`src/rtl/adc_sample_ctrl_if.sv`:
```
// Converter handshake, sample FIFO read port and status flags of adc_sample_ctrl.
// slave is the controller's view; master is the host/converter side that drives it.
interface adc_sample_ctrl_if;
  logic       enable;
  logic       nconvst;
  logic       nbusy;
  logic [7:0] adc_data;
  logic       rd_en;
  logic [7:0] rd_data;
  logic       fifo_empty;
  logic       fifo_full;
  logic [4:0] fifo_count;
  logic       overflow;
  logic       timeout_err;
  logic       busy;

  modport slave (
    input  enable, nbusy, adc_data, rd_en,
    output nconvst, rd_data, fifo_empty, fifo_full, fifo_count, overflow, timeout_err, busy
  );

  modport master (
    output enable, nbusy, adc_data, rd_en,
    input  nconvst, rd_data, fifo_empty, fifo_full, fifo_count, overflow, timeout_err, busy
  );
endinterface

```
`src/rtl/adc_sample_ctrl.sv`:
```
// AD7886-style converter sequencer with a 16x8 sample FIFO; `ADC_SAMPLE_TIMEOUT_EN adds the nbusy watchdog.
// nbusy rise to capture 3 clk, rd_en to rd_data 1 clk; capture never stalls, a full FIFO drops the sample and sets overflow.
module adc_sample_ctrl #(
  parameter int CONV_LOW_CYC = 50,
  parameter int ACQ_CYC      = 150,
  parameter int TIMEOUT_CYC  = 1000
) (
  input logic              clk,
  input logic              reset,
  adc_sample_ctrl_if.slave bus
);
  localparam int MAX_AB    = (CONV_LOW_CYC > ACQ_CYC) ? CONV_LOW_CYC : ACQ_CYC;
  localparam int CNT_RANGE = (MAX_AB > TIMEOUT_CYC) ? MAX_AB : TIMEOUT_CYC;
  localparam int CNT_W     = (CNT_RANGE > 2) ? $clog2(CNT_RANGE) : 1;

  localparam logic [2:0] IDLE      = 3'd0;
  localparam logic [2:0] CONV_LOW  = 3'd1;
  localparam logic [2:0] WAIT_BUSY = 3'd2;
  localparam logic [2:0] READ      = 3'd3;
  localparam logic [2:0] ACQ       = 3'd4;

  logic [2:0]       state, state_nxt;
  logic [CNT_W-1:0] cnt, cnt_nxt;
  logic             nconvst_q;
  logic             nbusy_s1, nbusy_s2, nbusy_d, nbusy_rise, seen_low;
  logic             timeout_set;

  logic [7:0] mem [16];
  logic [3:0] wr_ptr, rd_ptr;
  logic [4:0] count;
  logic [7:0] rd_data_q;
  logic       overflow_q;
  logic       wr_req, do_wr, do_rd;

  assign nbusy_rise = nbusy_s2 & ~nbusy_d;

  always_comb begin
    state_nxt   = state;
    cnt_nxt     = cnt;
    timeout_set = 1'b0;
    case (state)
      IDLE: begin
        if (bus.enable) begin
          state_nxt = CONV_LOW;
          cnt_nxt   = CNT_W'(CONV_LOW_CYC - 1);
        end
      end
      CONV_LOW: begin
        if (cnt == '0) begin
          state_nxt = WAIT_BUSY;
`ifdef ADC_SAMPLE_TIMEOUT_EN
          cnt_nxt   = CNT_W'(TIMEOUT_CYC - 1);
`else
          cnt_nxt   = '0;
`endif
        end else begin
          cnt_nxt = cnt - CNT_W'(1);
        end
      end
      WAIT_BUSY: begin
        // A rise only counts once this conversion has shown nbusy low.
        if (nbusy_rise && seen_low) begin
          state_nxt = READ;
        end
`ifdef ADC_SAMPLE_TIMEOUT_EN
        else if (cnt == '0) begin
          timeout_set = 1'b1;
          state_nxt   = ACQ;
          cnt_nxt     = CNT_W'(ACQ_CYC - 1);
        end else begin
          cnt_nxt = cnt - CNT_W'(1);
        end
`endif
      end
      READ: begin
        state_nxt = ACQ;
        cnt_nxt   = CNT_W'(ACQ_CYC - 1);
      end
      ACQ: begin
        if (cnt == '0) begin
          if (bus.enable) begin
            state_nxt = CONV_LOW;
            cnt_nxt   = CNT_W'(CONV_LOW_CYC - 1);
          end else begin
            state_nxt = IDLE;
          end
        end else begin
          cnt_nxt = cnt - CNT_W'(1);
        end
      end
      default: state_nxt = IDLE;
    endcase
  end

  always_ff @(posedge clk or posedge reset) begin
    if (reset) begin
      state     <= IDLE;
      cnt       <= '0;
      nconvst_q <= 1'b1;
      nbusy_s1  <= 1'b1;
      nbusy_s2  <= 1'b1;
      nbusy_d   <= 1'b1;
      seen_low  <= 1'b0;
    end else begin
      state     <= state_nxt;
      cnt       <= cnt_nxt;
      nconvst_q <= (state_nxt != CONV_LOW);
      nbusy_s1  <= bus.nbusy;
      nbusy_s2  <= nbusy_s1;
      nbusy_d   <= nbusy_s2;
      if (state_nxt == CONV_LOW && state != CONV_LOW) begin
        seen_low <= 1'b0;
      end else if (!nbusy_s2) begin
        seen_low <= 1'b1;
      end
    end
  end

`ifdef ADC_SAMPLE_TIMEOUT_EN
  logic timeout_q;
  always_ff @(posedge clk or posedge reset) begin
    if (reset) begin
      timeout_q <= 1'b0;
    end else if (timeout_set) begin
      timeout_q <= 1'b1;
    end
  end
  assign bus.timeout_err = timeout_q;
`else
  assign bus.timeout_err = 1'b0;
`endif

  // A pop in the same cycle frees the slot, so a write into a full FIFO still lands.
  assign wr_req = (state == READ);
  assign do_rd  = bus.rd_en && (count != 5'd0);
  assign do_wr  = wr_req && ((count != 5'd16) || do_rd);

  always_ff @(posedge clk) begin
    if (do_wr) begin
      mem[wr_ptr] <= bus.adc_data;
    end
  end

  always_ff @(posedge clk or posedge reset) begin
    if (reset) begin
      wr_ptr     <= '0;
      rd_ptr     <= '0;
      count      <= '0;
      rd_data_q  <= '0;
      overflow_q <= 1'b0;
    end else begin
      if (do_wr) begin
        wr_ptr <= wr_ptr + 4'd1;
      end
      if (do_rd) begin
        rd_ptr    <= rd_ptr + 4'd1;
        rd_data_q <= mem[rd_ptr];
      end
      count <= count + {4'd0, do_wr} - {4'd0, do_rd};
      if (wr_req && !do_wr) begin
        overflow_q <= 1'b1;
      end
    end
  end

  assign bus.nconvst    = nconvst_q;
  assign bus.rd_data    = rd_data_q;
  assign bus.fifo_count = count;
  assign bus.fifo_empty = (count == 5'd0);
  assign bus.fifo_full  = (count == 5'd16);
  assign bus.overflow   = overflow_q;
  assign bus.busy       = (state != IDLE);
endmodule
```
`src/flat_wrapper.sv`:
```
// flat-port wrapper written by rule: the top's interface ports become plain ports
module adc_sample_ctrl_flat 
#(
  parameter int CONV_LOW_CYC = 50,
  parameter int ACQ_CYC      = 150,
  parameter int TIMEOUT_CYC  = 1000
)
  (clk, reset, bus_enable, bus_nbusy, bus_adc_data, bus_rd_en, bus_nconvst, bus_rd_data, bus_fifo_empty, bus_fifo_full, bus_fifo_count, bus_overflow, bus_timeout_err, bus_busy);
  adc_sample_ctrl_if bus_i ();
  input logic clk;
  input logic reset;
  input wire logic [$bits(bus_i.enable)-1:0] bus_enable;
  input wire logic [$bits(bus_i.nbusy)-1:0] bus_nbusy;
  input wire logic [$bits(bus_i.adc_data)-1:0] bus_adc_data;
  input wire logic [$bits(bus_i.rd_en)-1:0] bus_rd_en;
  output wire logic [$bits(bus_i.nconvst)-1:0] bus_nconvst;
  output wire logic [$bits(bus_i.rd_data)-1:0] bus_rd_data;
  output wire logic [$bits(bus_i.fifo_empty)-1:0] bus_fifo_empty;
  output wire logic [$bits(bus_i.fifo_full)-1:0] bus_fifo_full;
  output wire logic [$bits(bus_i.fifo_count)-1:0] bus_fifo_count;
  output wire logic [$bits(bus_i.overflow)-1:0] bus_overflow;
  output wire logic [$bits(bus_i.timeout_err)-1:0] bus_timeout_err;
  output wire logic [$bits(bus_i.busy)-1:0] bus_busy;
  assign bus_i.enable = bus_enable;
  assign bus_i.nbusy = bus_nbusy;
  assign bus_i.adc_data = bus_adc_data;
  assign bus_i.rd_en = bus_rd_en;
  assign bus_nconvst = bus_i.nconvst;
  assign bus_rd_data = bus_i.rd_data;
  assign bus_fifo_empty = bus_i.fifo_empty;
  assign bus_fifo_full = bus_i.fifo_full;
  assign bus_fifo_count = bus_i.fifo_count;
  assign bus_overflow = bus_i.overflow;
  assign bus_timeout_err = bus_i.timeout_err;
  assign bus_busy = bus_i.busy;
  adc_sample_ctrl #(.CONV_LOW_CYC(CONV_LOW_CYC), .ACQ_CYC(ACQ_CYC), .TIMEOUT_CYC(TIMEOUT_CYC)) u_core (.clk(clk), .reset(reset), .bus(bus_i));
endmodule
```
`config.mk`:
```
export PLATFORM = sky130hd
export DESIGN_NAME = adc_sample_ctrl_flat
export DESIGN_NICKNAME = d
export VERILOG_FILES = /design/src/rtl/adc_sample_ctrl_if.sv /design/src/rtl/adc_sample_ctrl.sv /design/src/flat_wrapper.sv
export SDC_FILE = /design/constraint.sdc
export NUM_CORES = 1
export LEC_CHECK = 0
export ABC_AREA = 0
export BUFFER_PORTS_ARGS = -buffer_cell sky130_fd_sc_hd__clkbuf_2
export CELL_PAD_IN_SITES_DETAIL_PLACEMENT = 2
export CELL_PAD_IN_SITES_GLOBAL_PLACEMENT = 2
export CORE_MARGIN = 3
export CORE_UTILIZATION = 49
export DETAILED_ROUTE_END_ITERATION = 8
export GPL_TIMING_DRIVEN = 0
export PLACE_DENSITY = 0.81
export SYNTH_ARGS = -nofsm -noshare
export SYNTH_HDL_FRONTEND = slang
export SYNTH_SLANG_ARGS = --single-unit
```
`constraint.sdc`:
```
create_clock -name clk -period 5 [get_ports clk]
set_clock_uncertainty 0.2 [all_clocks]
set_input_delay 1 -clock clk [delete_from_list [all_inputs] [get_ports clk]]
set_output_delay 1 -clock clk [all_outputs]
set_load 0.05 [all_outputs]
```
==> metrics.txt <==
clock tree sinks=168; maximum buffer depth of the clock tree=2; Leakage=2.87 nW; required time worst endpoint=4850 ps; Syn Std Cell Area=roughly 0.007 mm²; # diodes=0; worst hold path class=reg -> reg; RSZ-0062 raised after global routing=no; share of Yosys cell area claimed by the top area cell type=53.9%; clk slew on worst S/H paths=around 70 ps; Total Neg Setup Slack=0 ps; Min Hold Slack=156 ps; Yosys reg bits=168; Critical Path End Type=flop; Synth async-reset ratio=23.8%; vias post-DR=around 4.2k; Least-Margin Pin Slew=1130 ps; CTS Buf Count=17; crit path kind=reg -> reg; Commonest cells post-synth=edfxtp_1 (128), dfrtp_1 (36), mux4_2 (33); post-synth cell types=65; # nets final=507; Total GRT Usage=26.8%; Hold Path Stages=0; Crit path depth=6; H-tree depth=4; Max stage delay cell, worst path=nor2_1; Ports=32; Avg WL per Cell=29.9 µm; initial detailed-routing violation count=342; Chip Height=between 100 and 150 µm; CP Buf/Inv Count=1; Post-synth EDFFs=~130; worst skew pair latency=about 430 ps; syn nets=458; post-synthesis average cell area=16.5 µm²; Final Non-Filler Cells=674; Final Util=58.0%; period utilization=65.2%; Top delay family on crit path=simple AND/OR/NAND/NOR gates; postcts setup bufs=0; number of max-slew violations in the final report=0; Post-Route WL=20200 µm; fmax=~0.31 GHz; max incr delay on CP=900 ps; Synth area leaders=edfxtp_1 (54%), dfrtp_1 (13%), mux4_2 (10%); min Tclk post-route=3260 ps; Crit Path Max Fanout=9; hold buffer count at cts=0; Placeable Area=between 0.01 and 0.015 mm²; Synth Flop Type=edfxtp_1; root cell of the clock tree=clkbuf_16; Synth area leader=edfxtp_1; status=completed; Final GP Congestion=0.794; Power Density=517 mW/mm²; Remaining Overflow, GRT=0; YS warnings=0; share of post-route cells with drive strength above 1=between 20% and 30%; Worst R2R Path Depth=6; first-pass GRT wire length=between 30000 and 40000 µm; filler instances=1183; Die W=between 100 and 150 µm; first-pass iteration count of the detailed router=5; Cell Rows=43; number of cells after detailed placement=642; Max-slew headroom=24.4%; count leader, synth=edfxtp_1; register area share after synthesis=68.0%; Area Growth Syn to Fin=14.2%; CP Launch Type=flop; Hold Vio Cnt, Final=0; largest net degree at the start of global routing=25; via density per instance=6.26; CTS tree=done; antenna viol nets, final=0; DP HPWL=12700 µm; total of max-cap violations=0; Arr. time, crit path=3110 ps; die area=around 0.016 mm²; Synth Instances=432; Design Power=4.21 mW; vias in the first global route=4753; DRC=0; count of final setup violators=0; initial antenna violation count=1; CP cell instances=inv_1 -> ha_1 -> and4bb_2 -> a21oi_2 -> nand2_1 -> nor2_1; initial core utilization=50.8%; cts repair resizes=0; Worst VDD drop=approximately 270 µV; input/output buffers=29
[layout make-up]
type,count,area (µm²),area share (%)
Timing Repair Buffer,30,165,2.03
Inverter,20,75.1,0.922
Tap cell,180,225,2.76
Sequential cell,168,4850,59.5
Multi-Input combinational cell,222,2120,26.1
Buffer,22,105,1.29
Clock buffer,17,425,5.22
Clock inverter,15,178,2.18
[power breakdown]
part	internal [mW]	switching, mW
Combinational	0.455	0.726
Clock	0.758	0.618
Sequential	1.58	0.0791
[cell families after synthesis]
| family | Yosys count | synth area share [%] |
|---|---|---|
| flops | 168 | 68.0 |
| simple gates | 96 | 7.28 |
| compound gates | 55 | 6.14 |
| mux | 47 | 12.4 |
| buf+inv | 42 | 2.53 |
| fa+ha+maj | 13 | 2.39 |
| xor+xnor | 10 | 1.23 |
| other cells | 1 | 0.0526 |
[worst reg2reg max path: stages (launching register included)]
cell and delay (ps):
dfrtp_1 380, inv_1 90, ha_1 230, and4bb_2 260
a21oi_2 510, nand2_1 320, nor2_1 900
[flip-flops by register name, indices dropped and copies added, names as in the netlist]
register / flops
u_core.nbusy_s2: 1
u_core.wr_ptr: 4
u_core.bus.nconvst: 1
u_core.bus.rd_data: 8
u_core.state: 3
u_core.seen_low: 1
u_core.nbusy_d: 1
u_core.bus.fifo_count: 5
u_core.mem: 128
u_core.rd_ptr: 4
u_core.cnt: 10
u_core.nbusy_s1: 1
u_core.bus.overflow: 1
[per-layer routing]
metal  wire, µm  track usage, %  vias up
li1           -               -     1786
met1       7890            33.7     2261
met2      10800            47.2      135
met3        949            5.18       36
met4        487            8.20        0
met5          0               0        -
[path summary, 6_finish.rpt]
| path | startpoint | to | slack, ps |
|---|---|---|---|
| min reg2reg | u_core.nbusy_s1 | u_core.nbusy_s2 | 160 |
| max | u_core.bus.fifo_count[2] | u_core.mem[7][6] | 1740 |
| max in group asynchronous | reset | u_core.nbusy_s1 | 3700 |
| min in group asynchronous | reset | u_core.bus.fifo_count[0] | 330 |
| max reg2reg | u_core.bus.fifo_count[2] | u_core.mem[7][6] | 1740 |
| min | u_core.nbusy_s1 | u_core.nbusy_s2 | 160 |
[through the flow]
stage	setup WS, ps	instance area [µm²]
after CTS	1550	8140
after global routing	1570	8150
after global placement	1300	7500
after floorplan	560	7130
after detailed placement	1350	7540
final	1740	8150
[layout by cell type, fill, tap and decap left out, types with 3 or more instances in the layout]
cell / netlist / layout
nand3_1: 7 / 7
nand2b_1: 6 / 6
nor3_2: 2 / 6
a21oi_1: 8 / 8
nand2_1: 32 / 32
inv_1: 19 / 18
nand3b_1: 4 / 4
clkbuf_1: 9 / 9
clkbuf_16: 0 / 17
or3_1: 3 / 3
inv_6: 0 / 4
nand4_1: 4 / 4
dfstp_2: 4 / 4
buf_2: 9 / 9
o21ai_1: 5 / 5
inv_8: 0 / 5
edfxtp_1: 128 / 128
clkinvlp_4: 0 / 3
ha_1: 12 / 12
o21ai_0: 5 / 5
nor2_1: 18 / 18
mux4_2: 33 / 33
clkbuf_2: 0 / 29
dfrtp_1: 36 / 36
mux2i_1: 14 / 14
xnor2_1: 8 / 8
o221ai_1: 7 / 7
Note: power is estimated with default switching activity, not from simulation.
